`src/rtl/therm_sample_ctrl.sv`:
```
// Thermistor sampling sequencer: periodic ADC start, ADC-done capture with timeout,
// converter handshake and publish. Define THERM_SAMPLE_AVG_EN to average four ADC samples.
module therm_sample_ctrl #(
  parameter int TIMEOUT = 255
) (
  input  logic        clk,
  input  logic        rst_n,
  input  logic        enable,
  input  logic [15:0] period,
  output logic        adc_start,
  input  logic        adc_done,
  input  logic [3:0]  adc_code,
  output logic        conv_req,
  output logic [3:0]  conv_code,
  input  logic        conv_ack,
  input  logic [31:0] conv_temp,
  output logic [31:0] temp_out,
  output logic        temp_valid,
  output logic        busy,
  output logic        timeout_err,
  output logic [2:0]  dbg_state
);

  localparam logic [2:0] S_IDLE      = 3'd0;
  localparam logic [2:0] S_WAIT_TICK = 3'd1;
  localparam logic [2:0] S_ADC_REQ   = 3'd2;
  localparam logic [2:0] S_ADC_WAIT  = 3'd3;
  localparam logic [2:0] S_CONV_REQ  = 3'd4;
  localparam logic [2:0] S_PUBLISH   = 3'd5;

  localparam logic [15:0] TO_LAST = 16'(TIMEOUT - 1);

  logic [2:0]  r_state;
  logic [15:0] r_tick;
  logic [15:0] r_to_cnt;
  logic [3:0]  r_conv_code;
  logic [31:0] r_temp;
  logic        r_timeout_err;
  logic [15:0] w_reload;
  logic [15:0] w_tick_dec;

  // Valid/ready: adc_start is a one-cycle pulse answered by a single adc_done strobe while
  // waiting; conv_req is a level held with a stable conv_code until the cycle conv_ack is seen.
  assign w_reload   = (period == 16'd0) ? 16'd0 : period - 16'd1;
  assign w_tick_dec = (r_tick == 16'd0) ? 16'd0 : r_tick - 16'd1;

`ifdef THERM_SAMPLE_AVG_EN
  logic [1:0] r_smp_idx;
  logic [5:0] r_acc;
  logic [5:0] w_acc_sum;
  assign w_acc_sum = r_acc + {2'b00, adc_code};
`endif

  // The tick counter free-runs down through the whole sample so that the next start is
  // measured from the previous ADC_REQ; PUBLISH and a timeout fall back into that count.
  always_ff @(posedge clk or negedge rst_n) begin
    if (!rst_n) begin
      r_state       <= S_IDLE;
      r_tick        <= 16'd0;
      r_to_cnt      <= 16'd0;
      r_conv_code   <= 4'd0;
      r_temp        <= 32'd0;
      r_timeout_err <= 1'b0;
`ifdef THERM_SAMPLE_AVG_EN
      r_smp_idx     <= 2'd0;
      r_acc         <= 6'd0;
`endif
    end else begin
      r_tick <= w_tick_dec;
      case (r_state)
        S_IDLE: begin
`ifdef THERM_SAMPLE_AVG_EN
          r_smp_idx <= 2'd0;
          r_acc     <= 6'd0;
`endif
          if (enable) begin
            r_tick        <= w_reload;
            r_timeout_err <= 1'b0;
            r_state       <= S_WAIT_TICK;
          end
        end
        S_WAIT_TICK: begin
          if (!enable) begin
            r_state <= S_IDLE;
          end else if (r_tick == 16'd0) begin
            r_tick  <= w_reload;
            r_state <= S_ADC_REQ;
          end
        end
        S_ADC_REQ: begin
          r_to_cnt <= 16'd0;
          r_state  <= enable ? S_ADC_WAIT : S_IDLE;
        end
        S_ADC_WAIT: begin
          if (!enable) begin
            r_state <= S_IDLE;
          end else if (adc_done) begin
`ifdef THERM_SAMPLE_AVG_EN
            if (r_smp_idx == 2'd3) begin
              r_conv_code <= w_acc_sum[5:2];
              r_acc       <= 6'd0;
              r_smp_idx   <= 2'd0;
              r_state     <= S_CONV_REQ;
            end else begin
              r_acc     <= w_acc_sum;
              r_smp_idx <= r_smp_idx + 2'd1;
              r_state   <= S_ADC_REQ;
            end
`else
            r_conv_code <= adc_code;
            r_state     <= S_CONV_REQ;
`endif
          end else if (r_to_cnt == TO_LAST) begin
            r_timeout_err <= 1'b1;
            r_state       <= S_WAIT_TICK;
`ifdef THERM_SAMPLE_AVG_EN
            r_acc     <= 6'd0;
            r_smp_idx <= 2'd0;
`endif
          end else begin
            r_to_cnt <= r_to_cnt + 16'd1;
          end
        end
        S_CONV_REQ: begin
          if (conv_ack) begin
            r_temp  <= conv_temp;
            r_state <= S_PUBLISH;
          end
        end
        S_PUBLISH: begin
          if (!enable) begin
            r_state <= S_IDLE;
          end else if (r_tick == 16'd0) begin
            r_tick  <= w_reload;
            r_state <= S_ADC_REQ;
          end else begin
            r_state <= S_WAIT_TICK;
          end
        end
        default: r_state <= S_IDLE;
      endcase
    end
  end

  assign adc_start   = (r_state == S_ADC_REQ);
  assign conv_req    = (r_state == S_CONV_REQ);
  assign temp_valid  = (r_state == S_PUBLISH);
  assign busy        = (r_state != S_IDLE) && (r_state != S_WAIT_TICK);
  assign conv_code   = r_conv_code;
  assign temp_out    = r_temp;
  assign timeout_err = r_timeout_err;
  assign dbg_state   = r_state;

endmodule

```
`config.mk`:
```
export PLATFORM = sky130hd
export DESIGN_NAME = therm_sample_ctrl
export DESIGN_NICKNAME = d
export VERILOG_FILES = /design/src/rtl/therm_sample_ctrl.sv
export SDC_FILE = /design/constraint.sdc
export NUM_CORES = 1
export LEC_CHECK = 0
export ABC_AREA = 1
export BUFFER_PORTS_ARGS = -buffer_cell sky130_fd_sc_hd__buf_2
export CORE_UTILIZATION = 45
export CTS_BUF_LIST = sky130_fd_sc_hd__clkbuf_4
export CTS_CLUSTER_SIZE = 24
export DETAILED_ROUTE_END_ITERATION = 8
export GPL_ROUTABILITY_DRIVEN = 0
export GPL_TIMING_DRIVEN = 0
export PLACE_DENSITY_LB_ADDON = 0.2
export SKIP_CTS_REPAIR_TIMING = 1
export SYNTH_ARGS = -nofsm -noshare
export SYNTH_HDL_FRONTEND = slang
export SYNTH_SLANG_ARGS = --single-unit
```
`constraint.sdc`:
```
create_clock -name clk -period 2.45 [get_ports clk]
set_input_delay 0.245 -clock clk [delete_from_list [all_inputs] [get_ports clk]]
set_output_delay 0.245 -clock clk [all_outputs]
set_load 0.02 [all_outputs]
```
==> impl_metrics.toml, run 1 <==
[run_status]
status = "completed"

[synth]
syn_area_um2 = 4360
synth_seq_area_share_pct = 41.3
synthesis.instances = 546
syn_area_per_cell_um2 = 7.99
synth-seq-cells = 72
synth_nets = 609
ys.flop_type = "dfrtp_1"
yosysWarnings = 0
async_flop_share_pct = 100
synth_enable_flop_cells = 0
synth_cell_types = 34

[pwr]
netSwitchingFraction_pct = 44.8
finalPower_w = 0.00521
clock_power_share_pct = 13.9
vdd_ir_drop_max_mv = 0.710
pwr-share-seq_pct = 38.1
p_per_area_nw_per_um2 = 1000
p_switching_w = 0.00233
comb_power_share_pct = 48.1
intPower_w = 0.00288
p_leak_nw = 2.68

[sta]
hold_viol = 0
relSlewSlack_pct = 64.7
clock_skew_ns = 0.0251
max_clock_freq_mhz = 547
setup-tns-final_ns = 0
slew_violations = 0
period_share_pct = 74.6
period_minus_slack_ns = 1.83
setup_violations = 0
worstMarginPinSlew_ns = 0.527
rsz0062_at_grt = "false"

[final_layout]
layout_common_cells = "nand2_1 (156), buf_2 (99), nor2_1 (76)"
final_common_cell = "nand2_1"
diodes = 0
syn2layout_area_growth_pct = 19.0
drive_above_1_share_pct = 28.6
fin_cells = 793
design_area_um2 = 5190
post-route-util_pct = 55.7
nNetsFinal = 722

[worst_hold_path]
min_path_cells = 2
hp-class = "primary input to flip-flop"

[route]
routed_wl_um = 9840
drt-initial-drc-count = 174
drc = 0
firstDrtPassIters = 4
vias = 3837
avgViaCountPerCell = 4.84
ant_nets = 0
wl_per_cell_um = 12.4

[floorplan]
start_util_pct = 46.8
dieArea_um2 = 10100
die_y_um = 100
row_count = 35
core_um2 = 9330
ios = 101
fp.dieW_um = 100

[critical_path]
worstPathMaxFanout = 5
start_kind = "flip-flop"
r2r_start = "r_tick[0]$_DFF_PN0_"
r2r-end = "r_tick[15]$_DFF_PN0_"
worstPathRequired_ns = 2.20
crit_path_end = "adc_start"
arrival_ns = 1.58
rrSetupSlack_ns = 0.71
worstSetupPathType = "flip-flop to output pin"
reg2regPathDepth = 11
crit_start = "dbg_state[2]$_DFFE_PN0P_"
end_kind = "output pin"

[global_route]
overflow = 0
grt_usage_pct = 21.0
antenna_found_initial = 0
grt_pass1_vias = 3861
grt_max_degree = 47
grt_pass1_wl_um = 16900

[placed_design]
placed_area_um2 = 5060
numPortBuffers = 100
dpl.cell_count = 776
place_hpwl_um = 7650

[clock_tree]
cts_buffers = 9
cts_tree = "built"
h-tree-depth = 3
clk_latency_ns = 0.43
cts.sinks = 72
path_clk_slew_ns = 0.16
cts_root_buf = "clkbuf_4"
clockBufferDepth = 2

[run]
drv_cap = 0
[layer usage]
| layer | vias to the layer above | part of all wire, % | track usage (%) |
|---|---|---|---|
| met5 | - | 0 | 0 |
| met4 | 0 | 1.2 | 6.47 |
| met3 | 10 | 4.3 | 4.44 |
| met2 | 80 | 46 | 34.8 |
| met1 | 1787 | 48 | 27.7 |
| li1 | 1960 | - | - |
[cells in the mapped netlist, types with 2 or more instances]
cell type / n / area (um^2)
nor2_4: 2 / 22.5
o21ai_0: 9 / 45.0
inv_2: 6 / 22.5
o21ai_1: 4 / 20.0
mux2_2: 29 / 327
nand3_1: 59 / 295
xor2_1: 17 / 149
nand3_2: 2 / 20.0
xnor2_1: 8 / 70.1
o21ai_2: 2 / 17.5
ha_1: 6 / 75.1
nand2_1: 156 / 586
dfrtp_1: 72 / 1800
buf_6: 7 / 78.8
nor2_1: 76 / 285
nand3b_1: 3 / 22.5
nor3_1: 3 / 15.0
nor2_2: 9 / 56.3
mux2_4: 7 / 105
nand2_2: 2 / 12.5
and2_1: 2 / 12.5
inv_1: 49 / 184
nand4_1: 5 / 31.3
[cell families (layout without fill, tap and decap cells)]
logic type | Yosys count | in the layout | synth area share [%]
buffers and inverters | 64 | 182 | 6.79
DFF | 72 | 72 | 41.3
and+or+nand+nor | 324 | 324 | 32.6
AOI/OAI and AO/OA | 19 | 19 | 2.72
adders and majority gates | 6 | 6 | 1.72
xor gates and xnor gates | 25 | 25 | 5.02
muxes | 36 | 36 | 9.89
[critical path: stages (launching register included)]
cell	delay, ns
dfrtp_1	0.46
inv_2	0.15
nand2_1	0.06
nor2_1	0.27
buf_2	0.23
[state kept, by name, summed over array words and instances, names as in the netlist]
name and cells:
temp_out 32, dbg_state 3, timeout_err 1, conv_code 4, r_to_cnt 16, r_tick 16
[power groups by stage]
| stage | Combinational [W] | Clock, W | Sequential, W |
|---|---|---|---|
| 2_1_floorplan | 0.00138 | 0 | 0.00237 |
| 3_3_place_gp | 0.00246 | 0 | 0.00198 |
| 3_5_place_dp | 0.00251 | 0 | 0.00201 |
| 4_1_cts | 0.00252 | 0.000745 | 0.00199 |
| 5_1_grt | 0.00278 | 0.000787 | 0.00205 |
| 6_report | 0.00250 | 0.000722 | 0.00199 |
[area by class of cell]
| cell class | count | area, um^2 |
|---|---|---|
| inverters | 55 | 206 |
| plain buffers | 9 | 90.1 |
| repair buffers | 102 | 541 |
| flip-flops and latches | 72 | 1800 |
| clock inverters | 7 | 60.1 |
| multi-input cells | 410 | 2270 |
| well taps | 129 | 161 |
| clock buffers | 9 | 67.6 |
| fillers | 874 | 4130 |
[how the worst min path moves through the flow]
stage / start / end / slack (ns)
finish: conv_temp[23] / temp_out[23]$_DFFE_PN0P_ / 0.03
global route: conv_temp[27] / temp_out[27]$_DFFE_PN0P_ / 0.007
CTS: rst_n / temp_out[22]$_DFFE_PN0P_ / -0.29
detailed placement: rst_n / r_tick[13]$_DFF_PN0_ / 0.19
global placement: conv_temp[17] / temp_out[17]$_DFFE_PN0P_ / 0.48
floorplan: rst_n / conv_code[0]$_DFFE_PN0P_ / -0.05
[metrics by stage]
stage / hold WS [ns] / setup slack, ns
after floorplan: -0.0506 / 0.794
after global placement: 0.476 / 0.664
after detailed placement: 0.194 / 0.728
after CTS: -0.289 / 0.614
after global routing: 0.00688 / 0.512
final: 0.0284 / 0.623
(Power assumes the default switching activity.)
==> run 2: changes to the inputs <==
clock period = 1.9 ns   (was 2.45 ns; I/O delays follow)
==> impl_metrics.toml, run 2 (same netlist as run 1, synthesis figures left out) <==
[route]
routed_wl_um = 10400
drc = 0
avgViaCountPerCell = 4.79
ant_nets = 0
wl_per_cell_um = 12.6
firstDrtPassIters = 4
vias = 3958
drt-initial-drc-count = 168

[critical_path]
r2r-end = "r_tick[15]$_DFF_PN0_"
arrival_ns = 1.57
rrSetupSlack_ns = 0.15
end_kind = "output pin"
start_kind = "flip-flop"
worstPathRequired_ns = 1.71
r2r_start = "r_tick[0]$_DFF_PN0_"
worstSetupPathType = "flip-flop to output pin"
reg2regPathDepth = 11
worstPathMaxFanout = 5

[worst_hold_path]
hp-class = "primary input to flip-flop"
holdCritStartpoint = "conv_temp[1]"
min_path_cells = 2
hold_end = "temp_out[1]$_DFFE_PN0P_"

[clock_tree]
cts_tree = "built"
cts_root_buf = "clkbuf_4"
cts_buffers = 9
clockBufferDepth = 2
clk_latency_ns = 0.42
h-tree-depth = 3
path_clk_slew_ns = 0.13
cts.sinks = 72

[floorplan]
fp.dieW_um = 100
start_util_pct = 46.8
die_y_um = 100
dieArea_um2 = 10100
core_um2 = 9330
ios = 101
row_count = 35

[global_route]
grt_pass1_wl_um = 16900
grt_max_degree = 47
grt_pass1_vias = 3861
overflow = 0
grt_usage_pct = 21.0
antenna_found_initial = 0

[pwr]
p_per_area_nw_per_um2 = 1230
p_leak_nw = 2.82
finalPower_w = 0.00680
vdd_ir_drop_max_mv = 0.874

[sta]
relSlewSlack_pct = 64.2
hold_viol = 0
rsz0062_at_grt = "false"
setup-tns-final_ns = 0
worstMarginPinSlew_ns = 0.536
period_share_pct = 92.9
clock_skew_ns = 0.0210
period_minus_slack_ns = 1.76
slew_violations = 0
max_clock_freq_mhz = 567
setup_violations = 0

[run]
drv_cap = 0

[final_layout]
nFillCells = 823
fin_cells = 826
nNetsFinal = 755
post-route-util_pct = 59.2
drive_above_1_share_pct = 27.3
diodes = 0
layout_common_cells = "nand2_1 (156), buf_2 (99), nor2_1 (76)"
largest_reg_flops = 32
syn2layout_area_growth_pct = 26.6
final_common_cell = "nand2_1"

[placed_design]
place_hpwl_um = 7650
numPortBuffers = 100
dpl.cell_count = 776

[run_status]
status = "completed"
==> run 2: worst max path at each step <==
| stage | startpoint | end |
|---|---|---|
| floorplan | dbg_state[2]$_DFFE_PN0P_ | r_to_cnt[9]$_DFFE_PN0P_ |
| global placement | rst_n | temp_out[27]$_DFFE_PN0P_ |
| detailed placement | r_tick[0]$_DFF_PN0_ | r_tick[11]$_DFF_PN0_ |
| CTS | dbg_state[2]$_DFFE_PN0P_ | adc_start |
| global route | r_tick[0]$_DFF_PN0_ | r_tick[11]$_DFF_PN0_ |
| finish | dbg_state[2]$_DFFE_PN0P_ | adc_start |
==> run 2: metal layers <==
metal	GRT usage, %	share of wire [%]	vias up
met2	34.8	48	79
met3	4.44	4.0	12
met5	0	0	-
met1	27.7	47	1841
li1	-	-	2026
met4	6.47	1.3	0
==> run 2: layout make-up <==
class | count | area, um^2 | share of cell area (%)
Multi-Input combinational cell | 410 | 2270 | 41.0
Sequential cell | 72 | 1800 | 32.6
Timing Repair Buffer | 135 | 871 | 15.8
Inverter | 55 | 206 | 3.74
Tap cell | 129 | 161 | 2.92
Buffer | 9 | 90.1 | 1.63
Clock buffer | 9 | 67.6 | 1.22
Clock inverter | 7 | 60.1 | 1.09
==> run 2: critical path: stages (launching register included) <==
cell and delay, ns:
dfrtp_1 0.46, inv_2 0.15, nand2_1 0.06, nor2_1 0.26, buf_2 0.23
==> run 2: power by group <==
part           leakage (nW)  internal (W)  switching, W  total, W
clock                0.0615      0.000291      0.000636  0.000927
combinational          1.85       0.00133       0.00197   0.00331
sequential            0.913       0.00213      0.000435   0.00257
==> run 2: stage by stage <==
step	setup slack (ns)	instance area (um^2)	hold slack (ns)
floorplan	0.244	4360	-0.106
global placement	0.169	5030	0.421
detailed placement	0.178	5060	0.139
CTS	0.119	5180	-0.344
global route	0.00695	5520	-0.00139
finish	0.136	5520	0.0115
